### src/rtl/regbank_bus_arbiter_pkg.sv
// regbank_bus_arbiter_pkg: FSM encodings and sizing helper shared by the arbiter files
package regbank_bus_arbiter_pkg;
  typedef enum logic [1:0] {ST_IDLE = 2'd0, ST_ACCESS = 2'd1, ST_RESP = 2'd2} state_t;
  function automatic int addr_bits_for(input int nr_of_regs);
    return (nr_of_regs > 1) ? $clog2(nr_of_regs) : 1;
  endfunction
endpackage

### src/rtl/regbank_bus_arbiter_if.sv
// regbank_bus_arbiter_if: requester-side and bank-side signals of the register bank arbiter
interface regbank_bus_arbiter_if #(
  parameter int NrOfReq  = 4,
  parameter int NrOfRegs = 8,
  parameter int AddrBits = 3,
  parameter int NrOfBits = 32
);
  logic [NrOfReq-1:0]          Req;
  logic [NrOfReq-1:0]          Wr;
  logic [NrOfReq*AddrBits-1:0] Addr;
  logic [NrOfReq*NrOfBits-1:0] WData;
  logic [NrOfReq-1:0]          Grant;
  logic [NrOfReq-1:0]          Done;
  logic                        Err;
  logic [NrOfBits-1:0]         RData;
  logic [NrOfRegs-1:0]         RegCe;
  logic                        RegTick;
  logic [NrOfRegs-1:0]         RegCs;
  logic [NrOfBits-1:0]         BusWData;
  logic [NrOfBits-1:0]         BusRData;
  modport master (
    output Req, Wr, Addr, WData, BusRData,
    input  Grant, Done, Err, RData, RegCe, RegTick, RegCs, BusWData
  );
  modport slave (
    input  Req, Wr, Addr, WData, BusRData,
    output Grant, Done, Err, RData, RegCe, RegTick, RegCs, BusWData
  );
endinterface

### src/rtl/regbank_bus_arbiter_rr_priority_picker.sv
// rr_priority_picker: first asserted request scanning upward from ptr, wrapping modulo NrOfReq
module rr_priority_picker #(
  parameter int NrOfReq = 4,
  parameter int IdxBits = $clog2(NrOfReq)
) (
  input  logic [NrOfReq-1:0] req,
  input  logic [IdxBits-1:0] ptr,
  output logic [IdxBits-1:0] winner,
  output logic               valid
);
  // Scan from the farthest offset down so the nearest request is assigned last and wins.
  always_comb begin
    winner = '0;
    for (int i = NrOfReq - 1; i >= 0; i--)
      if (req[(int'(ptr) + i) % NrOfReq]) winner = IdxBits'((int'(ptr) + i) % NrOfReq);
  end
  assign valid = |req;
endmodule

### src/rtl/regbank_bus_arbiter.sv
// regbank_bus_arbiter: round-robin sequencer granting one requester a single register read or write
module regbank_bus_arbiter
  import regbank_bus_arbiter_pkg::*;
#(
  parameter int NrOfReq  = 4,
  parameter int NrOfRegs = 8,
  parameter int AddrBits = 3,
  parameter int NrOfBits = 32
) (
  input logic Clock,
  input logic Reset,
  regbank_bus_arbiter_if.slave bus
);
  localparam int IdxBits = $clog2(NrOfReq);
  if (AddrBits < addr_bits_for(NrOfRegs)) begin : g_addr_bits_check
    $error("AddrBits too narrow to index NrOfRegs registers");
  end
  state_t state, state_nxt;
  logic [IdxBits-1:0] ptr, winner, win_q;
  logic valid, wr_q, err_q, in_range, write_hit, read_hit;
  logic [AddrBits-1:0] addr_q;
  logic [NrOfBits-1:0] wdata_q, rdata_q;
  logic [NrOfReq-1:0] owner;
  logic [NrOfRegs-1:0] reg_sel;
  rr_priority_picker #(.NrOfReq(NrOfReq)) u_picker (
    .req(bus.Req),
    .ptr(ptr),
    .winner(winner),
    .valid(valid)
  );
  assign in_range = int'(addr_q) < NrOfRegs;
  always_ff @(posedge Clock or negedge Reset) begin
    if (!Reset) begin
      state   <= ST_IDLE;
      ptr     <= '0;
      win_q   <= '0;
      wr_q    <= 1'b0;
      addr_q  <= '0;
      wdata_q <= '0;
      rdata_q <= '0;
      err_q   <= 1'b0;
    end else begin
      state <= state_nxt;
      if (state == ST_IDLE && valid) begin
        win_q   <= winner;
        wr_q    <= bus.Wr[winner];
        addr_q  <= bus.Addr[winner*AddrBits +: AddrBits];
        wdata_q <= bus.WData[winner*NrOfBits +: NrOfBits];
      end
      // Writes and out-of-range accesses report zero data; reads capture the bank bus.
      if (state == ST_ACCESS) begin
        err_q   <= !in_range;
        rdata_q <= (in_range && !wr_q) ? bus.BusRData : '0;
      end
      if (state == ST_RESP) ptr <= (int'(win_q) == NrOfReq - 1) ? '0 : win_q + 1'b1;
    end
  end
  always_comb begin
    state_nxt    = state == ST_IDLE ? (valid ? ST_ACCESS : ST_IDLE) :
                   state == ST_ACCESS ? ST_RESP : ST_IDLE;
    owner        = NrOfReq'(1) << win_q;
    reg_sel      = NrOfRegs'(1) << addr_q;
    write_hit    = state == ST_ACCESS && wr_q && in_range;
    read_hit     = state == ST_ACCESS && !wr_q && in_range;
    bus.Grant    = state != ST_IDLE ? owner : '0;
    bus.Done     = state == ST_RESP ? owner : '0;
    bus.Err      = state == ST_RESP && err_q;
    bus.RData    = rdata_q;
    bus.RegTick  = write_hit;
    bus.RegCe    = write_hit ? reg_sel : '0;
    bus.BusWData = write_hit ? wdata_q : '0;
    bus.RegCs    = read_hit ? ~reg_sel : '1;
  end
endmodule

### src/flat_wrapper.sv
// flat-port wrapper written by rule: the top's interface ports become plain ports
module regbank_bus_arbiter_flat import regbank_bus_arbiter_pkg::*;
#(
  parameter int NrOfReq  = 4,
  parameter int NrOfRegs = 8,
  parameter int AddrBits = 3,
  parameter int NrOfBits = 32
)
  (Clock, Reset, bus_Req, bus_Wr, bus_Addr, bus_WData, bus_BusRData, bus_Grant, bus_Done, bus_Err, bus_RData, bus_RegCe, bus_RegTick, bus_RegCs, bus_BusWData);
  regbank_bus_arbiter_if #(.NrOfReq(NrOfReq), .NrOfRegs(NrOfRegs), .AddrBits(AddrBits), .NrOfBits(NrOfBits)) bus_i ();
  input logic Clock;
  input logic Reset;
  input wire logic [$bits(bus_i.Req)-1:0] bus_Req;
  input wire logic [$bits(bus_i.Wr)-1:0] bus_Wr;
  input wire logic [$bits(bus_i.Addr)-1:0] bus_Addr;
  input wire logic [$bits(bus_i.WData)-1:0] bus_WData;
  input wire logic [$bits(bus_i.BusRData)-1:0] bus_BusRData;
  output wire logic [$bits(bus_i.Grant)-1:0] bus_Grant;
  output wire logic [$bits(bus_i.Done)-1:0] bus_Done;
  output wire logic [$bits(bus_i.Err)-1:0] bus_Err;
  output wire logic [$bits(bus_i.RData)-1:0] bus_RData;
  output wire logic [$bits(bus_i.RegCe)-1:0] bus_RegCe;
  output wire logic [$bits(bus_i.RegTick)-1:0] bus_RegTick;
  output wire logic [$bits(bus_i.RegCs)-1:0] bus_RegCs;
  output wire logic [$bits(bus_i.BusWData)-1:0] bus_BusWData;
  assign bus_i.Req = bus_Req;
  assign bus_i.Wr = bus_Wr;
  assign bus_i.Addr = bus_Addr;
  assign bus_i.WData = bus_WData;
  assign bus_i.BusRData = bus_BusRData;
  assign bus_Grant = bus_i.Grant;
  assign bus_Done = bus_i.Done;
  assign bus_Err = bus_i.Err;
  assign bus_RData = bus_i.RData;
  assign bus_RegCe = bus_i.RegCe;
  assign bus_RegTick = bus_i.RegTick;
  assign bus_RegCs = bus_i.RegCs;
  assign bus_BusWData = bus_i.BusWData;
  regbank_bus_arbiter #(.NrOfReq(NrOfReq), .NrOfRegs(NrOfRegs), .AddrBits(AddrBits), .NrOfBits(NrOfBits)) u_core (.Clock(Clock), .Reset(Reset), .bus(bus_i));
endmodule
### config.mk
export PLATFORM = sky130hd
export DESIGN_NAME = regbank_bus_arbiter_flat
export DESIGN_NICKNAME = d
export VERILOG_FILES = /design/src/rtl/regbank_bus_arbiter_pkg.sv /design/src/rtl/regbank_bus_arbiter_if.sv /design/src/rtl/regbank_bus_arbiter_rr_priority_picker.sv /design/src/rtl/regbank_bus_arbiter.sv /design/src/flat_wrapper.sv
export SDC_FILE = /design/constraint.sdc
export NUM_CORES = 1
export LEC_CHECK = 0
export CORE_MARGIN = 1
export CORE_UTILIZATION = 40
export CTS_BUF_LIST = sky130_fd_sc_hd__clkbuf_4
export CTS_CLUSTER_DIAMETER = 120
export CTS_CLUSTER_SIZE = 20
export DETAILED_ROUTE_END_ITERATION = 12
export PLACE_DENSITY = 0.86
export SYNTH_ARGS = -nofsm -noshare
export SYNTH_HDL_FRONTEND = slang
export SYNTH_SLANG_ARGS = --single-unit
### constraint.sdc
create_clock -name Clock -period 3.7 [get_ports Clock]
set_clock_uncertainty 0.2 [all_clocks]
set_input_delay 0.74 -clock Clock [delete_from_list [all_inputs] [get_ports Clock]]
set_output_delay 0.74 -clock Clock [all_outputs]
set_load 0.01 [all_outputs]
==> impl_metrics.csv, run 1 <==
group,metric,value,unit
status,outcome,"complete, no violations",
cts,path_clk_slew,120,ps
critical_path,path_depth,5,
sta,setup_slack,335,ps
finish,final_cells,849,
floorplanning,core,10500,µm²
cts,post_cts_buffers,0,
sta,final.period_utilization,0.910,
sta,slew_headroom,0.357,
finish,fillCellCount,836,
floorplanning,initial_utilization,0.420,
place,dp_hpwl,11800,µm
cts,numCtsBuffers,9,
place,dp_slack,571,ps
critical_path,required,2760,ps
synth,synth_cell_types,33,
floorplanning,fp-row-count,37,
synth,netlist_top_cells_count,"nand2_1, dfrtp_1, mux2i_1, o221ai_1",
cts,cts_sinks,74,
sta,finalHoldViolCount,0,
finish,syn2layout_area_growth,63.9,%
floorplanning,ioPinCount,272,
finish,nets,894,
sta,finalSetupTns,0,ps
critical_path,max_stage_delay,540,ps
synth,synth-seq-area-share,0.420,
global_route,grt_first_pass_wirelength,24300,µm
synth,synth_cells,455,
cts,worstSkewPairLatency,420,ps
synth,synth_nets,641,
job,cap_viol_max_count,0,
detailed_routing,ant_nets,0,
synth,syn_area,4410,µm²
place,gp_congestion,0.819,
critical_path,path_delay_family,"buffers and inverters",
sta,min_period,3370,ps
cts,htree_levels,3,
critical_path,worstRegToRegCells,5,
sta,finalSetupViolations,0,
power,leakage,3.37,nW
detailed_routing,drt_iter0_drc,309,
synth,synth_top_area_share,0.420,
power,peakVddDrop,0.000443,V
power,power.total,0.00460,W
synth,yosysWarnings,0,
critical_path,critPathKind,"flop to output pin",
synth,synth-edff-count,0,
global_route,grt_pass1_vias,5008,
sta,rsz0062_at_grt,"false",
cts,cts_tree,"done",
floorplanning,dieHeight,107,µm
global_route,antenna_found_initial,0,
global_route,grt_start_max_net_pins,75,
critical_path,reg2reg_from,"u_core.ptr[0]",
critical_path,cp.buffers_inverters,3,
cts,ctsResizeCount,0,
floorplanning,die-area,11500,µm²
global_route,grt_usage,0.275,
detailed_routing,drc,0,
floorplanning,die-width,107,µm
sta,slew_violations,0,
finish,drive_above_1_share,0.0519,
critical_path,r2r_end,"u_core.wdata_q[15]",
synth,synth_area_leaders,"dfrtp_1, mux2i_1, nand2_1, o221ai_1, nand3b_1",
detailed_routing,vias,4601,
detailed_routing,dr.pass1.iters,7,
place,port_buffers,270,
place,dp.cells,833,
critical_path,cp_cell_sequence,"nand2b_1 -> inv_2 -> buf_4 -> and3_1 -> clkdlybuf4s50_1",
synth,synth_seq_cells,74,
synth,yosys_most_used_dff,"dfrtp_1",
critical_path,cp_max_fo,34,
detailed_routing,routed_via_density,5.42,
critical_path,cp.arrival,2430,ps
critical_path,r2r_setup_slack,1470,ps
sta,hold_slack,258,ps
sta,worstMarginPinSlew,965,ps
power,p_per_area,637,nW/µm²
synth,yosysTopAreaCell,"dfrtp_1",
cts,clockBufferDepth,2,
min_path,hold_class,"primary input to async pin",
global_route,grt_overflow_total,0,
synth,avgSynthCellArea,9.69,µm²
synth,yosysMostFrequentCell,"nand2_1",
sta,fmax,297,MHz
synth,ys_async_sr_fraction,1.00,
detailed_routing,wl_per_cell,18.3,µm
finish,antenna_cells,0,
critical_path,cp-end-kind,"output pin",
cts,cts_hold_buffers,0,
detailed_routing,routed_wl,15600,µm
critical_path,crit_path_top_delay_cell,"clkdlybuf4s50_1",
critical_path,startpoint_type,"flop",
cts,clk_root_buffer_cell,"clkbuf_4",
per-layer routing:
metal | GRT usage | wire (µm) | vias to the layer above
met5 | 0 | 0 | -
met2 | 0.482 | 8040 | 243
met1 | 0.304 | 5750 | 2181
met3 | 0.0535 | 1070 | 58
met4 | 0.174 | 701 | 0
li1 | - | - | 2119
worst reg2reg max path, cell delays in order, from the launching register on:
cell and delay, ps:
dfrtp_1 440, o221a_1 290, o22ai_4 440, buf_12 300, mux2i_1 260, o221ai_1 150
logic make-up (layout without fill, tap and decap cells):
| group | after synthesis | after routing | synth area share |
|---|---|---|---|
| and+or+nand+nor | 211 | 211 | 0.240 |
| muxes | 74 | 74 | 0.169 |
| DFF | 74 | 74 | 0.420 |
| buffers and inverters | 48 | 306 | 0.0760 |
| AOI/OAI and AO/OA | 43 | 43 | 0.0834 |
| adders and majority gates | 4 | 4 | 0.0113 |
| other | 1 | 1 | 0.000850 |
per-stage QoR:
stage,utilization,cell area (µm²)
finish,0.688,7230
global route,0.688,7230
floorplan,-,4410
detailed placement,0.677,7120
CTS,0.688,7230
global placement,0.677,7120
layout by cell type (no fill, tap or decap):
cell and n:
clkdlybuf4s50_1 269, nand2_1 110, dfrtp_1 73, mux2i_1 72, o221ai_1 36, and3_1 32
nand3b_1 32, buf_4 11, clkbuf_4 10, nor2b_1 9, nor2_1 7, nor3_1 6
inv_1 5, and2_1 4, ha_1 4, nand2b_1 3, clkinv_2 3, buf_12 3
nor4_1 2, inv_2 2, nand3_1 2, o21ai_1 2, mux2_2 2, clkinvlp_4 2
nand2b_2 1, nor3b_1 1, a21o_1 1, a21oi_1 1, o22ai_1 1, nand2_2 1
o221a_1 1, o22ai_4 1, or2_1 1, conb_1 1, clkinv_1 1, dfrtp_2 1
area by class of cell:
cell class / count / area (µm²) / share of cell area
clock buffers: 10 / 75.1 / 0.0104
clock inverters: 6 / 33.8 / 0.00467
repair buffers: 283 / 2840 / 0.392
flip-flops and latches: 74 / 1850 / 0.256
well taps: 136 / 170 / 0.0235
multi-input cells: 333 / 2230 / 0.309
inverters: 7 / 26.3 / 0.00364
worst max-delay path by stage:
stage	startpoint	endpoint	slack, ps
after floorplan	u_core.state[1]	bus_RegCe[4]	1440
after global placement	u_core.wr_q	bus_RegCe[4]	640
after detailed placement	bus_Req[2]	u_core.wdata_q[20]	570
after CTS	u_core.wr_q	bus_RegCe[4]	120
after global routing	u_core.state[1]	bus_BusWData[26]	170
final	u_core.state[1]	bus_BusWData[29]	330
sequential cells by signal (all words and copies together), names as in the netlist:
| register | flops |
|---|---|
| u_core.bus.RData | 32 |
| u_core.wdata_q | 32 |
| u_core.addr_q | 3 |
| u_core.ptr | 2 |
| u_core.state | 2 |
| u_core.win_q | 2 |
| u_core.wr_q | 1 |
power by group:
part | internal [W] | leakage, nW | total (W) | switching, W
Combinational | 0.00135 | 2.39 | 0.00271 | 0.00136
Sequential | 0.00118 | 0.927 | 0.00147 | 0.000284
Clock | 0.000140 | 0.0596 | 0.000425 | 0.000285
Power figures use the tool's default switching activity.
==> inputs of run 2 (changes only) <==
--- a/config.mk
+++ b/config.mk
@@ -6,12 +6,12 @@
 export NUM_CORES = 1
 export LEC_CHECK = 0
 export CORE_MARGIN = 1
-export CORE_UTILIZATION = 40
+export CORE_UTILIZATION = 41
 export CTS_BUF_LIST = sky130_fd_sc_hd__clkbuf_4
 export CTS_CLUSTER_DIAMETER = 120
 export CTS_CLUSTER_SIZE = 20
 export DETAILED_ROUTE_END_ITERATION = 12
-export PLACE_DENSITY = 0.86
+export PLACE_DENSITY = 0.88
 export SYNTH_ARGS = -nofsm -noshare
 export SYNTH_HDL_FRONTEND = slang
 export SYNTH_SLANG_ARGS = --single-unit
==> impl_metrics.csv, run 2 (same netlist as run 1, synthesis figures left out) <==
group,metric,value,unit
status,outcome,"complete, no violations",
sta,worstMarginPinSlew,950,ps
place,port_buffers,270,
power,leakage,3.39,nW
critical_path,reg2reg_from,"u_core.ptr[0]",
critical_path,worstRegToRegCells,5,
cts,cts_hold_buffers,0,
detailed_routing,wl_per_cell,17.5,µm
sta,finalSetupTns,0,ps
global_route,grt_overflow_total,0,
power,power.total,0.00468,W
detailed_routing,drt_iter0_drc,237,
critical_path,startpoint,"u_core.state[1]",
critical_path,cp-end-kind,"output pin",
global_route,grt_pass1_vias,4656,
place,placed_area,7130,µm²
sta,rsz0062_at_grt,"false",
critical_path,endpoint,"bus_RegCe[4]",
cts,cts_sinks,74,
sta,fmax,294,MHz
min_path,hold_class,"primary input to async pin",
job,cap_viol_max_count,0,
finish,final_common_cell,"clkdlybuf4s50_1",
critical_path,r2r_setup_slack,1460,ps
critical_path,critPathKind,"flop to output pin",
detailed_routing,vias,4533,
global_route,grt_start_max_net_pins,75,
cts,path_clk_slew,120,ps
cts,ctsResizeCount,0,
floorplanning,initial_utilization,0.425,
floorplanning,ioPinCount,272,
cts,worstSkewPairLatency,410,ps
floorplanning,dieHeight,106,µm
critical_path,cp.arrival,2470,ps
critical_path,max_stage_delay,560,ps
critical_path,required,2760,ps
place,gp_congestion,0.850,
floorplanning,die-area,11200,µm²
place,dp.cells,833,
cts,htree_levels,3,
floorplanning,fp-row-count,37,
cts,clockBufferDepth,2,
cts,post_cts_buffers,0,
sta,finalHoldViolCount,0,
floorplanning,core,10400,µm²
finish,mostFrequentLayoutCells,"clkdlybuf4s50_1, nand2_1, dfrtp_1",
global_route,grt_first_pass_wirelength,22900,µm
sta,final.period_utilization,0.920,
detailed_routing,routed_via_density,5.34,
detailed_routing,drc,0,
place,dp_hpwl,11400,µm
sta,slew_headroom,0.367,
power,p_per_area,644,nW/µm²
finish,utilization,0.700,
critical_path,cp_cell_sequence,"nand2b_1 -> clkinv_2 -> nand2_1 -> inv_1 -> nand2_1 -> nor3_1 -> clkdlybuf4s50_1",
finish,antenna_cells,0,
finish,syn2layout_area_growth,64.7,%
critical_path,crit_path_top_delay_cell,"clkdlybuf4s50_1",
cts,clk_root_buffer_cell,"clkbuf_4",
detailed_routing,dr.pass1.iters,5,
critical_path,crit_path_frequent_cell,"nand2_1",
finish,fillCellCount,794,
detailed_routing,routed_wl,14900,µm
finish,finalInstanceArea,7260,µm²
global_route,antenna_found_initial,0,
critical_path,cp_max_fo,28,
finish,drive_above_1_share,0.0491,
sta,min_period,3410,ps
critical_path,r2r_end,"u_core.wdata_q[8]",
cts,cts_tree,"done",
sta,finalSetupViolations,0,
detailed_routing,ant_nets,0,
power,peakVddDrop,0.000336,V
cts,numCtsBuffers,9,
floorplanning,die-width,106,µm
finish,nets,894,
global_route,grt_usage,0.264,
finish,final_cells,849,
critical_path,startpoint_type,"flop",
sta,slew_violations,0,
-- run 2: stage by stage --
step | worst slack (ps) | hold slack [ps]
after floorplan | 1440 | 244
after global placement | 646 | 249
after detailed placement | 581 | 256
after CTS | 185 | 259
after global routing | 101 | 307
final | 294 | 232
-- run 2: worst min-delay path by stage --
stage	from	to	slack, ps	depth (start not counted)
final	Reset	u_core.bus.RData[5]	230	1
after global routing	Reset	u_core.bus.RData[5]	310	1
after CTS	Reset	u_core.bus.RData[5]	260	1
after detailed placement	u_core.bus.RData[14]	u_core.bus.RData[14]	260	2
after global placement	u_core.bus.RData[4]	u_core.bus.RData[4]	250	2
after floorplan	Reset	u_core.addr_q[0]	240	0
-- run 2: cell type report --
type	instances	area, µm²	area share
Sequential cell	74	1850	0.255
Tap cell	136	170	0.0234
Multi-Input combinational cell	333	2230	0.307
Inverter	7	27.5	0.00379
Clock buffer	10	75.1	0.0103
Clock inverter	6	57.6	0.00792
Timing Repair Buffer	283	2850	0.392
-- run 2: layer usage --
metal  share of wire  GRT usage  vias up  wire, µm
li1                -          -     2119         -
met1            0.38      0.299     2144      5650
met2            0.51      0.476      233      7640
met3           0.075     0.0550       37      1120
met4           0.031      0.111        0       466
met5               0          0        -         0
-- run 2: critical path, delay by kind of cell (launching register included) --
kind	cells	cell delay [ps]
flip-flops	1	410
AND/OR/NAND/NOR	4	680
buffers and inverters	3	950
-- run 2: where the power goes --
part / total, W / switching [W] / internal, W
sequential: 0.00143 / 0.000247 / 0.00118
clock: 0.000499 / 0.000291 / 0.000208
combinational: 0.00275 / 0.00138 / 0.00137
total: 0.00468 / 0.00192 / 0.00276
